--- src/rtl/core_ctrl_pkg.sv ---
// Shared control types for the 5-stage core: sequencer state encoding and
// the per-stage enable/flush bundle driven by pipeline_ctrl.
package core_ctrl_pkg;

   typedef enum logic [1:0] {
      RUN      = 2'd0,
      MEM_WAIT = 2'd1,
      MD_WAIT  = 2'd2,
      REDIRECT = 2'd3
   } ctrl_state_e;

   typedef struct packed {
      logic pc_en;
      logic if_id_en;
      logic if_id_flush;
      logic id_ex_en;
      logic id_ex_flush;
      logic ex_mem_en;
      logic mem_wb_en;
   } stage_ctrl_t;

   // Redirect squash counter is sized for the largest supported FLUSH_CYCLES (15).
   localparam int REDIR_CNT_W = 4;

   function automatic stage_ctrl_t make_ctrl(input logic pc, input logic if_en,
                                             input logic if_fl, input logic id_en,
                                             input logic id_fl, input logic ex_en,
                                             input logic wb_en);
      stage_ctrl_t c;
      c.pc_en       = pc;
      c.if_id_en    = if_en;
      c.if_id_flush = if_fl;
      c.id_ex_en    = id_en;
      c.id_ex_flush = id_fl;
      c.ex_mem_en   = ex_en;
      c.mem_wb_en   = wb_en;
      return c;
   endfunction

endpackage

--- src/rtl/sat_counter.sv ---
// Event counter that sticks at all-ones instead of wrapping.
module sat_counter #(
   parameter int CNT_W = 16
) (
   input  logic             clk,
   input  logic             rst,
   input  logic             inc,
   output logic [CNT_W-1:0] count
);

   always_ff @(posedge clk) begin
      if (rst) begin
         count <= '0;
      end else if (inc && (count != '1)) begin
         count <= count + CNT_W'(1);
      end
   end

endmodule

--- src/rtl/pipeline_ctrl.sv ---
// Stall/flush sequencer: merges hazard requests and multi-cycle resource waits
// into per-stage enable/flush controls, with saturating stall/flush counters.
module pipeline_ctrl
   import core_ctrl_pkg::*;
#(
   parameter int FLUSH_CYCLES = 1,
   parameter int MD_TIMEOUT   = 64,
   parameter int CNT_W        = 16
) (
   input  logic             clk,
   input  logic             rst,
   input  logic             hazard_stall,
   input  logic             hazard_flush,
   input  logic             dmem_req,
   input  logic             dmem_ready,
   input  logic             md_start,
   input  logic             md_done,
   output logic             pc_en,
   output logic             if_id_en,
   output logic             if_id_flush,
   output logic             id_ex_en,
   output logic             id_ex_flush,
   output logic             ex_mem_en,
   output logic             mem_wb_en,
   output logic             md_timeout,
   output logic [CNT_W-1:0] stall_cnt,
   output logic [CNT_W-1:0] flush_cnt
);

   localparam int MD_CNT_W = $clog2(MD_TIMEOUT + 1);

   ctrl_state_e            state, state_nxt;
   logic                   flush_pending, flush_pending_nxt;
   logic [REDIR_CNT_W-1:0] redir_cnt, redir_cnt_nxt;
   logic [MD_CNT_W-1:0]    md_cnt, md_cnt_nxt, md_cnt_inc;
   logic                   md_timeout_nxt;
   stage_ctrl_t            ctrl;

   logic mem_freeze, md_freeze, eff_run, do_redirect, load_use;

   // A released MEM_WAIT / completed MD_WAIT cycle is evaluated exactly like RUN.
   assign mem_freeze  = dmem_req && !dmem_ready;
   assign eff_run     = (state == RUN) || (state == MEM_WAIT) ||
                        ((state == MD_WAIT) && md_done);
   assign md_freeze   = !mem_freeze &&
                        (((state == MD_WAIT) && !md_done) ||
                         (eff_run && md_start && !md_done));
   assign do_redirect = !mem_freeze && !md_freeze && (hazard_flush || flush_pending);
   assign load_use    = !mem_freeze && !md_freeze && !do_redirect &&
                        eff_run && hazard_stall;
   assign md_cnt_inc  = (md_cnt < MD_CNT_W'(MD_TIMEOUT)) ? md_cnt + MD_CNT_W'(1) : md_cnt;

   // State register and the small bookkeeping registers that travel with it.
   always_ff @(posedge clk) begin
      if (rst) begin
         state         <= RUN;
         flush_pending <= 1'b0;
         redir_cnt     <= '0;
         md_cnt        <= '0;
         md_timeout    <= 1'b0;
      end else begin
         state         <= state_nxt;
         flush_pending <= flush_pending_nxt;
         redir_cnt     <= redir_cnt_nxt;
         md_cnt        <= md_cnt_nxt;
         md_timeout    <= md_timeout_nxt;
      end
   end

   // Next-state logic, following the freeze > mul/div > redirect priority.
   always_comb begin
      state_nxt         = state;
      flush_pending_nxt = flush_pending;
      redir_cnt_nxt     = redir_cnt;
      md_cnt_nxt        = '0;
      md_timeout_nxt    = md_timeout;
      if ((state == MD_WAIT) && (md_cnt_inc >= MD_CNT_W'(MD_TIMEOUT))) begin
         md_timeout_nxt = 1'b1;
      end
      if (mem_freeze) begin
         state_nxt = MEM_WAIT;
         if (hazard_flush) flush_pending_nxt = 1'b1;
      end else if (md_freeze) begin
         state_nxt = MD_WAIT;
         if (hazard_flush) flush_pending_nxt = 1'b1;
         if (state == MD_WAIT) md_cnt_nxt = md_cnt_inc;
      end else if (do_redirect) begin
         flush_pending_nxt = 1'b0;
         if (FLUSH_CYCLES > 1) begin
            state_nxt     = REDIRECT;
            redir_cnt_nxt = REDIR_CNT_W'(FLUSH_CYCLES - 1);
         end else begin
            state_nxt = RUN;
         end
      end else if (state == REDIRECT) begin
         if (redir_cnt <= REDIR_CNT_W'(1)) begin
            state_nxt = RUN;
         end else begin
            redir_cnt_nxt = redir_cnt - REDIR_CNT_W'(1);
         end
      end else begin
         state_nxt = RUN;
      end
   end

   // Same-cycle stage controls; fields are pc, if_id en/flush, id_ex en/flush, ex_mem, mem_wb.
   always_comb begin
      ctrl = make_ctrl(1'b1, 1'b1, 1'b0, 1'b1, 1'b0, 1'b1, 1'b1);
      if (rst) begin
         ctrl = make_ctrl(1'b0, 1'b0, 1'b1, 1'b0, 1'b1, 1'b0, 1'b0);
      end else if (mem_freeze) begin
         ctrl = make_ctrl(1'b0, 1'b0, 1'b0, 1'b0, 1'b0, 1'b0, 1'b0);
      end else if (md_freeze) begin
         ctrl = make_ctrl(1'b0, 1'b0, 1'b0, 1'b0, 1'b0, 1'b0, 1'b1);
      end else if (do_redirect) begin
         ctrl = make_ctrl(1'b1, 1'b1, 1'b1, 1'b1, 1'b1, 1'b1, 1'b1);
      end else if (state == REDIRECT) begin
         ctrl = make_ctrl(1'b1, 1'b1, 1'b1, 1'b1, 1'b0, 1'b1, 1'b1);
      end else if (load_use) begin
         ctrl = make_ctrl(1'b0, 1'b0, 1'b0, 1'b1, 1'b1, 1'b1, 1'b1);
      end
   end

   assign pc_en       = ctrl.pc_en;
   assign if_id_en    = ctrl.if_id_en;
   assign if_id_flush = ctrl.if_id_flush;
   assign id_ex_en    = ctrl.id_ex_en;
   assign id_ex_flush = ctrl.id_ex_flush;
   assign ex_mem_en   = ctrl.ex_mem_en;
   assign mem_wb_en   = ctrl.mem_wb_en;

   sat_counter #(.CNT_W(CNT_W)) u_stall_cnt (
      .clk   (clk),
      .rst   (rst),
      .inc   (!rst && !ctrl.pc_en),
      .count (stall_cnt)
   );

   sat_counter #(.CNT_W(CNT_W)) u_flush_cnt (
      .clk   (clk),
      .rst   (rst),
      .inc   (!rst && do_redirect),
      .count (flush_cnt)
   );

endmodule

--- config.mk ---
export PLATFORM = sky130hd
export DESIGN_NAME = pipeline_ctrl
export DESIGN_NICKNAME = d
export VERILOG_FILES = /design/src/rtl/core_ctrl_pkg.sv /design/src/rtl/sat_counter.sv /design/src/rtl/pipeline_ctrl.sv
export SDC_FILE = /design/constraint.sdc
export NUM_CORES = 1
export LEC_CHECK = 0
export BUFFER_PORTS_ARGS = -buffer_cell sky130_fd_sc_hd__buf_2
export CAP_MARGIN = 30
export CORE_ASPECT_RATIO = 1.75
export CORE_MARGIN = 1
export CORE_UTILIZATION = 51
export DETAILED_ROUTE_END_ITERATION = 10
export PLACE_DENSITY = 0.75
export SLEW_MARGIN = 20
export SYNTH_ARGS = -nofsm -noshare
export SYNTH_HDL_FRONTEND = slang
export SYNTH_SLANG_ARGS = --single-unit
--- constraint.sdc ---
create_clock -name clk -period 4.8 [get_ports clk]
set_input_delay 0.48 -clock clk [delete_from_list [all_inputs] [get_ports clk]]
set_output_delay 0.48 -clock clk [all_outputs]
set_load 0.02 [all_outputs]
* After elaboration in Yosys (flattened, before gate mapping)
Cells that the tools add are included.
** Cells by class
- Bitwise gates (word level) :: 5
- Mux-type cells :: 16
- Add/subtract/negate cells :: 4
- Shift operators :: 0
- Magnitude comparators :: 3
- Reductions and logical operators :: 32
- Eq/ne operators :: 7
- $mul :: 0
- Divide/modulo/power cells :: 0
** Operators with widths (count)
- $mux W7 :: 7
- $add A16 B1 Y16 const B :: 2
- $ne A16 B16 Y1 const B :: 2
- $logic_and A1 B1 Y1 :: 16
- $mux W2 :: 4
- $add A7 B1 Y7 const B :: 1
- $ge A7 B7 Y1 const B :: 1
- $logic_not A1 Y1 :: 7
- $lt A7 B7 Y1 const B :: 1
- $mux W1 :: 5
- $ne A5 B4 Y1 const B :: 1
- $not A1 Y1 :: 5
- $reduce_and A5 Y1 :: 1
- $eq A2 B2 Y1 const B :: 2
- $le A4 B1 Y1 const B :: 1
- $logic_or A1 B1 Y1 :: 4
- $ne A4 B3 Y1 const B :: 1
- $reduce_or A4 Y1 :: 1
- $sub A4 B1 Y4 const B :: 1
- $reduce_bool A3 Y1 :: 1
- $eq A2 B1 Y1 const B :: 1
- $logic_not A2 Y1 :: 1
- $reduce_or A2 Y1 :: 1
** Word-level totals
- RAM bits :: 0
- Memories kept :: 0
- Output and inout port bits :: 40
- Flip-flop bits (word level) :: 47
- Memory bits (read-only) :: 0
- Input bits :: 8
- Latch bits :: 0
- Logic and storage cells :: 75

* Logic depth before layout (Yosys ltp)
- Depth after elaboration :: 23
- Gate-level depth with buffers :: 7
- Mapped depth without buffers :: 7

* By module
A second synthesis with hierarchy kept.
** Unflattened totals
- Cells, all modules :: 289
- Area total of the unflattened synthesis :: 2493.6 µm²
** By module, submodules not included
- sat_counter :: seq. area each 320.3 µm², area each 848.3 µm², cells each 99, instances 2
- pipeline_ctrl :: seq. area each 300.3 µm², area each 797.0 µm², cells each 91, instances 1

* Worst setup path before layout
No wires, ideal clock.
- Path kind :: in2out
- Start :: in dmem_req
- End :: out pc_en
- Cell stages on the path :: 7
- Path slack :: 2.310 ns
- Path buffers :: 4
- Arrival :: 2.010 ns
- Required time :: 4.320 ns
- Cell sequence :: nor2b_4 -> clkbuf_1 -> a311oi_2 -> buf_4 -> buf_4 -> and2_1 -> buf_4
** On the way
- Word-level cells in the longest chain between the ends :: 16
** Ends and longest elaborated chain
- from (decl) :: RTL line pipeline_ctrl.sv:14 : input logic dmem_req,
- $logic_and A1 B1 Y1 (*) :: RTL line pipeline_ctrl.sv:42 : assign mem_freeze = dmem_req && !dmem_ready;
- $logic_not A1 Y1 :: RTL line pipeline_ctrl.sv:45, pipeline_ctrl.sv:48, pipeline_ctrl.sv:49
- $logic_and A1 B1 Y1 :: RTL line pipeline_ctrl.sv:45 : assign md_freeze = !mem_freeze &&
- $logic_not A1 Y1 :: RTL line pipeline_ctrl.sv:48, pipeline_ctrl.sv:49
- $logic_and A1 B1 Y1 :: RTL line pipeline_ctrl.sv:48, pipeline_ctrl.sv:49
- $logic_and A1 B1 Y1 :: RTL line pipeline_ctrl.sv:48 : assign do_redirect = !mem_freeze && !md_freeze && (hazard_flush || flush_pending);
- $logic_not A1 Y1 :: RTL line pipeline_ctrl.sv:49 : assign load_use = !mem_freeze && !md_freeze && !do_redirect &&
- $logic_and A1 B1 Y1 (2 in a row) :: RTL line pipeline_ctrl.sv:49
- $logic_and A1 B1 Y1 :: RTL line pipeline_ctrl.sv:50 : eff_run && hazard_stall;
- $mux W7 :: RTL line pipeline_ctrl.sv:119 : end else if (load_use) begin
- $mux W7 :: RTL line pipeline_ctrl.sv:117 : end else if (state == REDIRECT) begin
- $mux W7 :: RTL line pipeline_ctrl.sv:115 : end else if (do_redirect) begin
- $mux W7 :: RTL line pipeline_ctrl.sv:113 : end else if (md_freeze) begin
- $mux W7 (*) :: RTL line pipeline_ctrl.sv:111 : end else if (mem_freeze) begin
- $mux W7 (*) :: RTL line pipeline_ctrl.sv:109 : if (rst) begin
- to (decl) :: RTL line pipeline_ctrl.sv:18 : output logic pc_en,
Every way passes the cells marked *; elsewhere a longest branch is shown, timed or not.

* Worst setup path after layout
- Start :: in rst
- End :: out if_id_en
** On the way
- Word-level cells in the longest chain between the ends :: 1
** Ends and longest elaborated chain
- from (decl) :: RTL line pipeline_ctrl.sv:11 : input logic rst,
- $mux W7 :: RTL line pipeline_ctrl.sv:109
- to (decl) :: RTL line pipeline_ctrl.sv:19 : output logic if_id_en,
Every way passes these cells.

==> impl_metrics.py <==
metrics = {
    "status": {
        "status": "finished, final reports clean",
    },
    "final_layout": {
        "area_growth_pct": 13.4,
        "nets": 341,
        "drive_above_1_share": 0.188,
        "n_antenna_cell": 0,
    },
    "critical_path": {
        "slowest_stage": "buf_2",
        "cp-start-kind": "input port",
        "cp.required_ns": 4.32,
        "path_cells": "buf_2 -> inv_1 -> and2_1 -> buf_2",
        "crit_type": "in2out",
        "crit_arrival_ns": 1.90,
        "crit_top_cell": "buf_2",
        "cp_slowest_stage_delay_ns": 0.64,
        "cp-end-kind": "output pin",
        "critPathMaxFanout": 48,
    },
    "timing": {
        "worst_pin_slew_ns": 0.847,
        "max_freq_mhz": 420,
        "finalCriticalPeriod_ns": 2.38,
        "hold_viol_final": 0,
        "grt_setup_unrepaired": "no",
        "holdWs_ns": 0.485,
        "relSlewSlack": 0.435,
        "drv_slew": 0,
        "fin_tns_setup_ns": 0,
        "final-setup-viol-count": 0,
        "finalCritPeriodShare": 0.496,
        "finClkSkew_ns": 0.00988,
    },
    "routing": {
        "vias_per_cell": 5.97,
        "drtAntennaViolNets": 0,
        "post-route-drc-count": 0,
        "avgRoutedWirePerCell_um": 13.9,
        "routed_wl_um": 5290,
        "drt_iter0_markers": 27,
        "via_count": 2270,
        "firstDrtPassIters": 4,
    },
    "global_routing": {
        "antenna_found_initial": 0,
        "use_met2": 0.412,
        "grt_max_degree": 49,
        "gr-total-overflow": 0,
        "grt_usage": 0.230,
        "grt_pass1_vias": 2107,
        "gr-usage-met3": 0.0341,
        "grt_pass1_wl_um": 8840,
        "use_met1": 0.254,
        "busiest_layer": "met2",
    },
    "synth": {
        "ys_async_sr_fraction": 0,
        "synth-seq-cells": 47,
        "synth_area_leaders": "dfxtp_1 39%, nor2_1 5.4%, a21oi_1 3.5%",
        "yosysWarnings": 0,
        "ys_types": 50,
        "mappedNetlistNets": 299,
        "synth_area_leader_cell": "dfxtp_1",
        "synth.avg_cell_area_um2": 8.45,
        "synth_flop_cell": "dfxtp_1",
        "synth_edf_count": 0,
        "syn-cell-area_mm2": 0.00242,
        "ys_seq_area_frac": 0.389,
        "yosysTopAreaCellShare": 0.389,
        "netlist_instances": 286,
    },
    "clocking": {
        "cts_root_buf": "clkbuf_8",
        "cts_buffers": 5,
        "ctsHoldBuffers": 0,
        "cts_buffer_depth": 2,
        "cts_setup_buffers": 0,
        "cts_tree": "built",
        "insertion_delay_ns": 0.30,
        "clock-sinks": 47,
        "cts_resized": 0,
        "cts_max_level": 2,
        "path_clk_slew_ns": 0.10,
    },
    "power": {
        "vdd_drop_max_mv": 0.206,
        "leakagePower_uw": 0.00106,
        "p_per_area_mw_per_mm2": 261,
    },
    "worst_hold_path": {
        "hold_path_class": "reg2reg",
    },
    "placement": {
        "dp_hpwl_um": 3780,
        "gp_congestion": 0.736,
        "io_buffers": 47,
    },
    "floorplanning": {
        "initial_utilization": 0.539,
        "core_area_mm2": 0.00448,
        "rows": 32,
        "die_w_um": 54.0,
        "io_pins": 48,
        "die_area_mm2": 0.00503,
        "fp.dieH_um": 93.1,
    },
    "flow_run": {
        "maxCapViolCount": 0,
    },
}
-- cell type report --
type | instances | area, µm²
clock buffer | 5 | 68.8
clock inverter | 3 | 22.5
fill | 422 | 1740
inverter | 9 | 33.8
multi-input combinational | 217 | 1370
sequential | 47 | 941
tap | 51 | 63.8
timing repair buffer | 48 | 243
-- Yosys cell counts (all sizes together), types with 2 or more instances --
| master | n |
|---|---|
| inv | 9 |
| a21o | 2 |
| dfxtp | 47 |
| clkbuf | 5 |
| nand3 | 12 |
| and3 | 5 |
| ha | 5 |
| nor2 | 35 |
| nor2b | 8 |
| or4 | 11 |
| xor2 | 4 |
| nor4 | 8 |
| mux2i | 2 |
| o21ai | 11 |
| nand2b | 3 |
| a31oi | 2 |
| and2 | 2 |
| buf | 8 |
| o21a | 2 |
| or3 | 9 |
| nand2 | 18 |
| o31ai | 9 |
| o311ai | 4 |
| and4 | 3 |
| nand4 | 9 |
| xnor2 | 4 |
| a21oi | 18 |
| a211oi | 3 |
| mux2 | 6 |
| nor3 | 7 |
| o41ai | 5 |
-- worst paths after layout --
path / cells past startpoint / start / endpoint / slack (ns)
setup / recovery: 4 / rst / if_id_en / 2.42
setup reg to reg: 5 / u_stall_cnt.count[0]$_SDFFE_PP0P_ / u_stall_cnt.count[7]$_SDFFE_PP0P_ / 2.66
hold / removal: 2 / md_timeout$_SDFFE_PP0P_ / md_timeout$_SDFFE_PP0P_ / 0.49
hold reg to reg: 2 / md_timeout$_SDFFE_PP0P_ / md_timeout$_SDFFE_PP0P_ / 0.49
-- logic make-up after synthesis --
family          count (synthesis)  share of synthesized area
simple gates                  134                      0.299
compound gates                 62                      0.176
flops                          47                      0.389
buf+inv                        22                     0.0445
xor+xnor                        8                     0.0290
mux                             8                     0.0362
fa+ha+maj                       5                     0.0259
-- worst max-delay path, delay by kind of cell --
| kind | cells | cell delay [ns] |
|---|---|---|
| buf+inv | 3 | 1.15 |
| simple gates | 1 | 0.24 |
-- cell usage in the layout (no fill, tap or decap), types with 4 or more instances in the layout --
cell type  synthesis  layout
nor4_1             8       8
xor2_1             4       4
xnor2_1            4       4
nor2_1            35      35
a21oi_1           17      17
nand2_1           18      18
o21ai_1            4       4
mux2_1             5       5
or4_1             11      11
nand4_1            9       9
buf_2              2      47
ha_1               5       5
and3_1             4       4
nand3_1           12      12
nor3_1             7       7
dfxtp_1           47      47
inv_1              9       9
o31ai_1            9       9
o21ai_0            7       7
or3_1              9       9
clkbuf_8           0       5
nor2b_1            7       7
o41ai_1            5       5
-- layer usage --
layer / up-vias / wire length [µm]
met5: - / 0
met4: 0 / 76
met3: 6 / 197
met2: 57 / 2840
met1: 1052 / 2170
li1: 1155 / -
-- metrics by stage --
step | worst slack, ns | utilization | total power, µW | cells | instance area (µm²)
finish | 2.42 | 0.611 | 714 | 380 | 2740
global route | 2.24 | 0.611 | 742 | 380 | 2740
CTS | 2.40 | 0.611 | 723 | 380 | 2740
detailed placement | 2.22 | 0.591 | 473 | 372 | 2650
global placement | 2.26 | 0.591 | 471 | 372 | 2650
floorplan | 2.31 | - | 457 | 286 | 2420
-- power by group --
group | internal, µW | leakage [µW] | total (µW) | switching, µW
Clock | 106 | 0.0000489 | 251 | 146
Combinational | 20.4 | 0.000635 | 64.4 | 44.0
Sequential | 394 | 0.000379 | 399 | 4.66
-- sequential cells by signal, summed over array words and instances, names as in the netlist, named ones only --
name,count
flush_pending,1
u_flush_cnt.count,16
md_timeout,1
u_stall_cnt.count,16
redir_cnt,4
state,2
md_cnt,5
Power figures use the tool's default switching activity.
